**config.mk**
```make
export PLATFORM = sky130hd
export DESIGN_NAME = sseg_operand_parser_flat
export DESIGN_NICKNAME = d
export VERILOG_FILES = /design/src/rtl/sseg_calc_pkg.sv /design/src/rtl/sseg_operand_parser_if.sv /design/src/rtl/sseg_digit_decode.sv /design/src/rtl/sseg_operand_parser.sv /design/src/flat_wrapper.sv
export SDC_FILE = /design/constraint.sdc
export NUM_CORES = 1
export LEC_CHECK = 0
export ABC_AREA = 1
export CORE_MARGIN = 10
export CORE_UTILIZATION = 47
export DETAILED_ROUTE_END_ITERATION = 10
export PLACE_DENSITY_LB_ADDON = 0.1
export SLEW_MARGIN = 20
export SYNTH_ARGS = -nofsm -noshare
export SYNTH_HDL_FRONTEND = slang
export SYNTH_HIERARCHICAL = 1
export SYNTH_SLANG_ARGS = --single-unit
```
**constraint.sdc**
```tcl
create_clock -name clk -period 7.2 [get_ports clk]
set_input_delay 1.08 -clock clk [delete_from_list [all_inputs] [get_ports clk]]
set_output_delay 1.08 -clock clk [all_outputs]
set_load 0.02 [all_outputs]
```
**src/rtl/sseg_calc_pkg.sv**
```systemverilog
// Shared glyph constants, operator/error encodings and width helper for the
// seven-segment operand parser.
package sseg_calc_pkg;

    // active-low segments, bit6..0 = a..g
    localparam logic [6:0] seg_0      = 7'b0000001;
    localparam logic [6:0] seg_1      = 7'b1001111;
    localparam logic [6:0] seg_2      = 7'b0010010;
    localparam logic [6:0] seg_3      = 7'b0000110;
    localparam logic [6:0] seg_4      = 7'b1001100;
    localparam logic [6:0] seg_5      = 7'b0100100;
    localparam logic [6:0] seg_6      = 7'b0100000;
    localparam logic [6:0] seg_7      = 7'b0001111;
    localparam logic [6:0] seg_8      = 7'b0000000;
    localparam logic [6:0] seg_9      = 7'b0000100;
    localparam logic [6:0] seg_blank  = 7'b1111111;
    localparam logic [6:0] seg_minus  = 7'b1111110;
    localparam logic [6:0] seg_plus   = 7'b1101100;
    localparam logic [6:0] seg_times  = 7'b1001000;
    localparam logic [6:0] seg_divide = 7'b1011011;

    localparam logic [1:0] oper_add = 2'd0;
    localparam logic [1:0] oper_sub = 2'd1;
    localparam logic [1:0] oper_mul = 2'd2;
    localparam logic [1:0] oper_div = 2'd3;

    localparam logic [1:0] err_none   = 2'd0;
    localparam logic [1:0] err_digit  = 2'd1;
    localparam logic [1:0] err_blank  = 2'd2;
    localparam logic [1:0] err_symbol = 2'd3;

    typedef struct packed {
        logic       is_digit;
        logic       is_blank;
        logic [3:0] digit;
    } glyph_dec_t;

    // smallest width holding 10^ndig - 1
    function automatic int min_width(input int ndig);
        int p;
        p = 1;
        for (int i = 0; i < ndig; i++) p = p * 10;
        return $clog2(p);
    endfunction

endpackage

```
**src/rtl/sseg_operand_parser_if.sv**
```systemverilog
// Request/result bundle between glyph capture logic (master) and the parser (slave).
interface sseg_operand_parser_if #(
    parameter int NDIG = 3,
    parameter int W    = 10
);
    logic                start;
    logic [7*NDIG-1:0]   sseg_a;
    logic [7*NDIG-1:0]   sseg_b;
    logic [6:0]          sign_a_seg;
    logic [6:0]          sign_b_seg;
    logic [6:0]          op_seg;
    logic [W-1:0]        num_a;
    logic [W-1:0]        num_b;
    logic                sign_a;
    logic                sign_b;
    logic [1:0]          oper;
    logic                busy;
    logic                valid;
    logic                err;
    logic [1:0]          err_code;

    modport master (
        output start, sseg_a, sseg_b, sign_a_seg, sign_b_seg, op_seg,
        input  num_a, num_b, sign_a, sign_b, oper, busy, valid, err, err_code
    );

    modport slave (
        input  start, sseg_a, sseg_b, sign_a_seg, sign_b_seg, op_seg,
        output num_a, num_b, sign_a, sign_b, oper, busy, valid, err, err_code
    );
endinterface

```
**src/rtl/sseg_digit_decode.sv**
```systemverilog
// Combinational decode of one seven-segment glyph into digit/blank flags and value.
module sseg_digit_decode
    import sseg_calc_pkg::*;
(
    input  logic [6:0] glyph,
    output glyph_dec_t dec
);
    always_comb begin
        dec.is_digit = 1'b1;
        dec.is_blank = 1'b0;
        dec.digit    = 4'd0;
        case (glyph)
            seg_0:     dec.digit = 4'd0;
            seg_1:     dec.digit = 4'd1;
            seg_2:     dec.digit = 4'd2;
            seg_3:     dec.digit = 4'd3;
            seg_4:     dec.digit = 4'd4;
            seg_5:     dec.digit = 4'd5;
            seg_6:     dec.digit = 4'd6;
            seg_7:     dec.digit = 4'd7;
            seg_8:     dec.digit = 4'd8;
            seg_9:     dec.digit = 4'd9;
            seg_blank: begin
                dec.is_digit = 1'b0;
                dec.is_blank = 1'b1;
            end
            default:   dec.is_digit = 1'b0;
        endcase
    end
endmodule

```
**src/rtl/sseg_operand_parser.sv**
```systemverilog
// Sequential seven-segment operand parser: snapshots two operands on start and
// converts one digit per clock (acc = acc*10 + d) for both lanes in parallel.
//
// state   | meaning
// --------+-----------------------------------------------------------
// st_idle | waiting for start; results and error code held
// st_conv | one digit per clock from msd down to lsd, completes at idx 0
module sseg_operand_parser
    import sseg_calc_pkg::*;
#(
    parameter int NDIG = 3,
    parameter int W    = 10
) (
    input  logic                 clk,
    input  logic                 rst_n,
    sseg_operand_parser_if.slave bus
);
    localparam int IW = (NDIG > 1) ? $clog2(NDIG) : 1;

    localparam logic [0:0] st_idle = 1'b0;
    localparam logic [0:0] st_conv = 1'b1;

    if (NDIG < 1 || NDIG > 6) begin : g_ndig_chk
        $error("sseg_operand_parser: NDIG must be in 1..6");
    end
    if (W < min_width(NDIG)) begin : g_w_chk
        $error("sseg_operand_parser: W too narrow for NDIG digits");
    end

    logic [0:0]        state;
    logic [IW-1:0]     idx;
    logic [7*NDIG-1:0] sa_q, sb_q;
    logic [6:0]        sga_q, sgb_q, op_q;
    logic [W-1:0]      acc_a, acc_b;
    logic              seen_a, seen_b;
    logic              e_dig, e_blk;

    logic [6:0]        glyph_a, glyph_b;
    glyph_dec_t        dec_a, dec_b;
    logic [W+3:0]      prod_a, prod_b;
    logic [W-1:0]      acc_a_nx, acc_b_nx;
    logic              seen_a_nx, seen_b_nx;
    logic              e_dig_nx, e_blk_nx;
    logic              sgn_a_v, sgn_b_v, sym_err;
    logic [1:0]        oper_v;
    logic [1:0]        code_nx;

    assign glyph_a = sa_q[7*int'(idx) +: 7];
    assign glyph_b = sb_q[7*int'(idx) +: 7];

    sseg_digit_decode u_dec_a (.glyph(glyph_a), .dec(dec_a));
    sseg_digit_decode u_dec_b (.glyph(glyph_b), .dec(dec_b));

    assign prod_a = {4'b0, acc_a} * (W+4)'(10);
    assign prod_b = {4'b0, acc_b} * (W+4)'(10);

    // leading blanks are skipped; a blank after any digit is an embedded blank
    always_comb begin
        acc_a_nx  = acc_a;
        acc_b_nx  = acc_b;
        seen_a_nx = seen_a;
        seen_b_nx = seen_b;
        e_dig_nx  = e_dig;
        e_blk_nx  = e_blk;
        if (dec_a.is_digit) begin
            acc_a_nx  = prod_a[W-1:0] + W'(dec_a.digit);
            seen_a_nx = 1'b1;
        end else if (dec_a.is_blank) begin
            e_blk_nx = e_blk_nx | seen_a;
        end else begin
            e_dig_nx = 1'b1;
        end
        if (dec_b.is_digit) begin
            acc_b_nx  = prod_b[W-1:0] + W'(dec_b.digit);
            seen_b_nx = 1'b1;
        end else if (dec_b.is_blank) begin
            e_blk_nx = e_blk_nx | seen_b;
        end else begin
            e_dig_nx = 1'b1;
        end
    end

    always_comb begin
        sgn_a_v = 1'b0;
        sgn_b_v = 1'b0;
        oper_v  = oper_add;
        sym_err = 1'b0;
        case (sga_q)
            seg_blank: sgn_a_v = 1'b0;
            seg_minus: sgn_a_v = 1'b1;
            default:   sym_err = 1'b1;
        endcase
        case (sgb_q)
            seg_blank: sgn_b_v = 1'b0;
            seg_minus: sgn_b_v = 1'b1;
            default:   sym_err = 1'b1;
        endcase
        case (op_q)
            seg_plus:   oper_v = oper_add;
            seg_minus:  oper_v = oper_sub;
            seg_times:  oper_v = oper_mul;
            seg_divide: oper_v = oper_div;
            default:    sym_err = 1'b1;
        endcase
    end

    assign code_nx = e_dig_nx ? err_digit  :
                     e_blk_nx ? err_blank  :
                     sym_err  ? err_symbol : err_none;

    always_ff @(posedge clk or negedge rst_n) begin
        if (!rst_n) begin
            state        <= st_idle;
            idx          <= '0;
            sa_q         <= '0;
            sb_q         <= '0;
            sga_q        <= '0;
            sgb_q        <= '0;
            op_q         <= '0;
            acc_a        <= '0;
            acc_b        <= '0;
            seen_a       <= 1'b0;
            seen_b       <= 1'b0;
            e_dig        <= 1'b0;
            e_blk        <= 1'b0;
            bus.num_a    <= '0;
            bus.num_b    <= '0;
            bus.sign_a   <= 1'b0;
            bus.sign_b   <= 1'b0;
            bus.oper     <= 2'd0;
            bus.busy     <= 1'b0;
            bus.valid    <= 1'b0;
            bus.err      <= 1'b0;
            bus.err_code <= err_none;
        end else begin
            bus.valid <= 1'b0;
            case (state)
                st_idle: begin
                    if (bus.start) begin
                        sa_q     <= bus.sseg_a;
                        sb_q     <= bus.sseg_b;
                        sga_q    <= bus.sign_a_seg;
                        sgb_q    <= bus.sign_b_seg;
                        op_q     <= bus.op_seg;
                        idx      <= IW'(NDIG-1);
                        acc_a    <= '0;
                        acc_b    <= '0;
                        seen_a   <= 1'b0;
                        seen_b   <= 1'b0;
                        e_dig    <= 1'b0;
                        e_blk    <= 1'b0;
                        bus.busy <= 1'b1;
                        state    <= st_conv;
                    end
                end
                default: begin
                    acc_a  <= acc_a_nx;
                    acc_b  <= acc_b_nx;
                    seen_a <= seen_a_nx;
                    seen_b <= seen_b_nx;
                    e_dig  <= e_dig_nx;
                    e_blk  <= e_blk_nx;
                    idx    <= idx - IW'(1);
                    if (idx == '0) begin
                        state        <= st_idle;
                        bus.busy     <= 1'b0;
                        bus.valid    <= 1'b1;
                        bus.err      <= (code_nx != err_none);
                        bus.err_code <= code_nx;
                        // an erroneous result leaves the previous operands visible
                        if (code_nx == err_none) begin
                            bus.num_a  <= acc_a_nx;
                            bus.num_b  <= acc_b_nx;
                            bus.sign_a <= sgn_a_v;
                            bus.sign_b <= sgn_b_v;
                            bus.oper   <= oper_v;
                        end
                    end
                end
            endcase
        end
    end
endmodule

```
**src/flat_wrapper.sv**
```systemverilog
// flat-port wrapper written by rule: the top's interface ports become plain ports
module sseg_operand_parser_flat import sseg_calc_pkg::*;
#(
    parameter int NDIG = 3,
    parameter int W    = 10
)
  (clk, rst_n, bus_start, bus_sseg_a, bus_sseg_b, bus_sign_a_seg, bus_sign_b_seg, bus_op_seg, bus_num_a, bus_num_b, bus_sign_a, bus_sign_b, bus_oper, bus_busy, bus_valid, bus_err, bus_err_code);
  sseg_operand_parser_if #(.NDIG(NDIG), .W(W)) bus_i ();
  input  logic clk;
  input  logic rst_n;
  input wire logic [$bits(bus_i.start)-1:0] bus_start;
  input wire logic [$bits(bus_i.sseg_a)-1:0] bus_sseg_a;
  input wire logic [$bits(bus_i.sseg_b)-1:0] bus_sseg_b;
  input wire logic [$bits(bus_i.sign_a_seg)-1:0] bus_sign_a_seg;
  input wire logic [$bits(bus_i.sign_b_seg)-1:0] bus_sign_b_seg;
  input wire logic [$bits(bus_i.op_seg)-1:0] bus_op_seg;
  output wire logic [$bits(bus_i.num_a)-1:0] bus_num_a;
  output wire logic [$bits(bus_i.num_b)-1:0] bus_num_b;
  output wire logic [$bits(bus_i.sign_a)-1:0] bus_sign_a;
  output wire logic [$bits(bus_i.sign_b)-1:0] bus_sign_b;
  output wire logic [$bits(bus_i.oper)-1:0] bus_oper;
  output wire logic [$bits(bus_i.busy)-1:0] bus_busy;
  output wire logic [$bits(bus_i.valid)-1:0] bus_valid;
  output wire logic [$bits(bus_i.err)-1:0] bus_err;
  output wire logic [$bits(bus_i.err_code)-1:0] bus_err_code;
  assign bus_i.start = bus_start;
  assign bus_i.sseg_a = bus_sseg_a;
  assign bus_i.sseg_b = bus_sseg_b;
  assign bus_i.sign_a_seg = bus_sign_a_seg;
  assign bus_i.sign_b_seg = bus_sign_b_seg;
  assign bus_i.op_seg = bus_op_seg;
  assign bus_num_a = bus_i.num_a;
  assign bus_num_b = bus_i.num_b;
  assign bus_sign_a = bus_i.sign_a;
  assign bus_sign_b = bus_i.sign_b;
  assign bus_oper = bus_i.oper;
  assign bus_busy = bus_i.busy;
  assign bus_valid = bus_i.valid;
  assign bus_err = bus_i.err;
  assign bus_err_code = bus_i.err_code;
  sseg_operand_parser #(.NDIG(NDIG), .W(W)) u_core (.clk(clk), .rst_n(rst_n), .bus(bus_i));
endmodule
```
==> results_dict.tcl <==
set metrics [dict create \
    syn-cell-area_um2 6685 \
    cp_max_fo 43 \
    r2r_setup_slack_ns 2.65 \
    syn_avg_cell_area_um2 8.705 \
    skew_ns 0.01096 \
    end_kind "flip-flop" \
    cp_top_family "simple AND/OR/NAND/NOR gates" \
    fin_tns_setup_ns 0 \
    hold_violations 0 \
    drt_iter0_markers 321 \
    critPathArrivalTime_ns 4.89 \
    holdPathEnd "u_core/acc_b[9]" \
    vdd_drop_max_mv 0.2132 \
    synth_top_area_frac 0.4454 \
    final_cells 1053 \
    worstHoldStart "u_core/acc_b[9]" \
    grt_pass1_wl_um 26680 \
    synth_edf_count 0 \
    coreArea_um2 13930 \
    rows 43 \
    fillCellCount 1211 \
    clock_latency_ns 0.41 \
    antenna_found_initial 0 \
    whs_path_depth 2 \
    overflow 0 \
    nNetsFinal 959 \
    p_leak_nw 3.917 \
    cts_buffers 17 \
    crit_chain "inv_1 -> nor2_1 -> o21ai_0 -> inv_2 -> nor2_2 -> nand2_2 -> nand2_1 -> nor2_1 -> nand3_1 -> inv_2 -> nand3_1 -> nand2_1 -> a31oi_4 -> nand4_4 -> inv_2 -> nand3_1 -> nand2_1" \
    rsz0062_at_grt "false" \
    post_cts_buffers 0 \
    drive_gt1_frac 0.1604 \
    post_cts_resized 0 \
    detail-route-antenna-nets 0 \
    ctsHoldBuffers 0 \
    ys.flop_type "dfrtp_1" \
    synth.most_common_cell "nand2_1" \
    cts_root_buf "clkbuf_16" \
    rr_endpoint "u_core/bus.num_a[8]" \
    slew_headroom 0.4446 \
    cts_tree "done" \
    clkPwrFrac 0.209 \
    syn_inst 768 \
    crit_type "flip-flop to flip-flop" \
    dieHeight_um 139.3 \
    vias_per_cell 5.230 \
    cp_slowest_stage_delay_ns 0.66 \
    synth_warnings 6 \
    cp_data_required_time_ns 7.54 \
    cts_sinks 119 \
    synth.top_cells.by_count "nand2_1 (186), dfrtp_1 (119), inv_1 (64)" \
    via_count 5507 \
    io_buffer_count 94 \
    ctsLongestPathBuffers 2 \
    grt_max_degree 71 \
    critPathLaunchType "flip-flop" \
    gp_congestion 0.8431 \
    synth.yosys.seq_area_share 0.4454 \
    setup_viol 0 \
    crit_slowest_cell "inv_1" \
    slew_viol_final 0 \
    cts_max_level 4 \
    reg2reg_from "u_core/idx[0]" \
    die_area_um2 19390 \
    wl_um 15680 \
    grt_pass1_vias 5623 \
    fmax_ghz 0.2200 \
    die_w_um 139.3 \
    dp.cells 1021 \
    cts.clk_slew.worst_paths_ns 0.06 \
    min_path_type "flip-flop to flip-flop" \
    netSwitchingFraction 0.4416 \
    p_switching_mw 1.737 \
    synth-seq-cells 119 \
    wl_per_cell_um 14.89 \
    hpwl_um 11790 \
    path_buf_inv 4 \
    dr.pass1.iters 6 \
    num_antenna_cells 0 \
    synthArstFlopShare 1.000 \
    pin_count 95 \
    post-route-period-util 0.6313 \
    synthTopCellsByArea "dfrtp_1 (45%), nand2_1 (10%), mux2_2 (9.9%), ha_1 (5.4%), nand3_1 (4.3%)" \
    synth_top_area_cell "dfrtp_1" \
    p_int_mw 2.196 \
    status "finished, final reports clean" \
    tightestPinTransition_ns 0.8331 \
    worst_r2r_path_depth 17 \
    grt_usage 0.1627 \
    area_growth_pct 24.63 \
    syn_nets 867 \
    max_cap_violations 0 \
    start_util 0.4798 \
    drcViolationCount 0 \
    synth_cell_types 38 \
    period_minus_slack_ns 4.546 \
    seq_power_share 0.289 \
    p_comb_frac 0.503 \
    power.density_nw_per_um2 472.0 \
]
[placed cells by master, fill, tap and decap left out, drive strengths merged, types with 3 or more instances in the layout]
cell type      instances
nand3                 58
a21oi                 12
xor2                   4
inv                   73
mux2                  59
xnor2                  4
buf                    4
fa                     4
clkinv                 7
dfrtp                119
nor2                  70
ha                    29
o22ai                 11
nor3                  11
clkinvlp               5
o21ai                 72
nand2                190
clkbuf                17
a31oi                  3
nand4                 12
clkdlybuf4s50         93
or2                    4
[layer usage]
metal,vias to the layer above,global-route usage,routed length [µm]
met4,0,0.04393,164
met5,-,0,0
li1,2740,-,-
met1,2617,0.2006,7022
met2,134,0.2737,7672
met3,16,0.04355,820
[kinds of logic after synthesis]
| group | Yosys count | share of synthesized area |
|---|---|---|
| mux | 59 | 0.09938 |
| simple gates | 351 | 0.2280 |
| fa+ha+maj | 33 | 0.06626 |
| buf+inv | 96 | 0.05896 |
| compound gates | 102 | 0.09152 |
| xor+xnor | 8 | 0.01048 |
| flops | 119 | 0.4454 |
[tightest hold or removal path: cells and delay by family (launching register included)]
kind,cells,cell delay [ns]
flops,1,0.33
simple gates,2,0.11
[power by group through the flow]
stage | combinational (mW) | sequential (mW) | clock, mW
6_report | 1.98 | 1.14 | 0.820
5_1_grt | 2.26 | 1.17 | 0.870
4_1_cts | 1.98 | 1.13 | 0.836
3_5_place_dp | 1.97 | 1.14 | 0
3_3_place_gp | 1.90 | 1.14 | 0
2_1_floorplan | 1.57 | 1.06 | 0
[cell type report]
type / instances / area (µm²) / share of cell area
Inverter: 72 / 270.3 / 0.03244
Timing Repair Buffer: 97 / 960.9 / 0.1153
Multi-Input combinational cell: 553 / 3316 / 0.3980
Clock inverter: 15 / 156.4 / 0.01877
Tap cell: 180 / 225.2 / 0.02703
Sequential cell: 119 / 2978 / 0.3574
Clock buffer: 17 / 425.4 / 0.05106
[flip-flops by register name, indices dropped and copies added (netlist names), 10 cells and up]
name / count
u_core/sa_q: 21
u_core/sb_q: 21
u_core/acc_a: 10
u_core/acc_b: 10
u_core/bus.num_a: 10
u_core/bus.num_b: 10
[worst max path at each step]
stage	start	endpoint	cells past startpoint
2_1_floorplan	u_core/idx[0]	u_core/acc_b[9]	20
3_5_place_dp	u_core/idx[0]	u_core/bus.num_b[8]	17
5_1_grt	u_core/idx[0]	u_core/bus.num_a[8]	17
6_report	u_core/idx[0]	u_core/bus.num_a[8]	17
4_1_cts	u_core/idx[0]	u_core/bus.num_a[8]	17
3_3_place_gp	u_core/idx[0]	u_core/bus.num_b[8]	17
[through the flow]
| step | total power [mW] | cell area (µm²) | util | worst slack, ns | hold WS [ns] |
|---|---|---|---|---|---|
| after global placement | 3.041 | 7750 | 0.5562 | 2.951 | 0.4584 |
| after floorplan | 2.635 | 6685 | - | 3.975 | 0.4410 |
| after global routing | 4.297 | 8332 | 0.5979 | 2.152 | 0.4888 |
| final | 3.933 | 8332 | 0.5979 | 2.654 | 0.4706 |
| after detailed placement | 3.110 | 7750 | 0.5562 | 2.747 | 0.4650 |
| after CTS | 3.950 | 8332 | 0.5979 | 2.686 | 0.4772 |
Note: power is estimated with default switching activity, not from simulation.
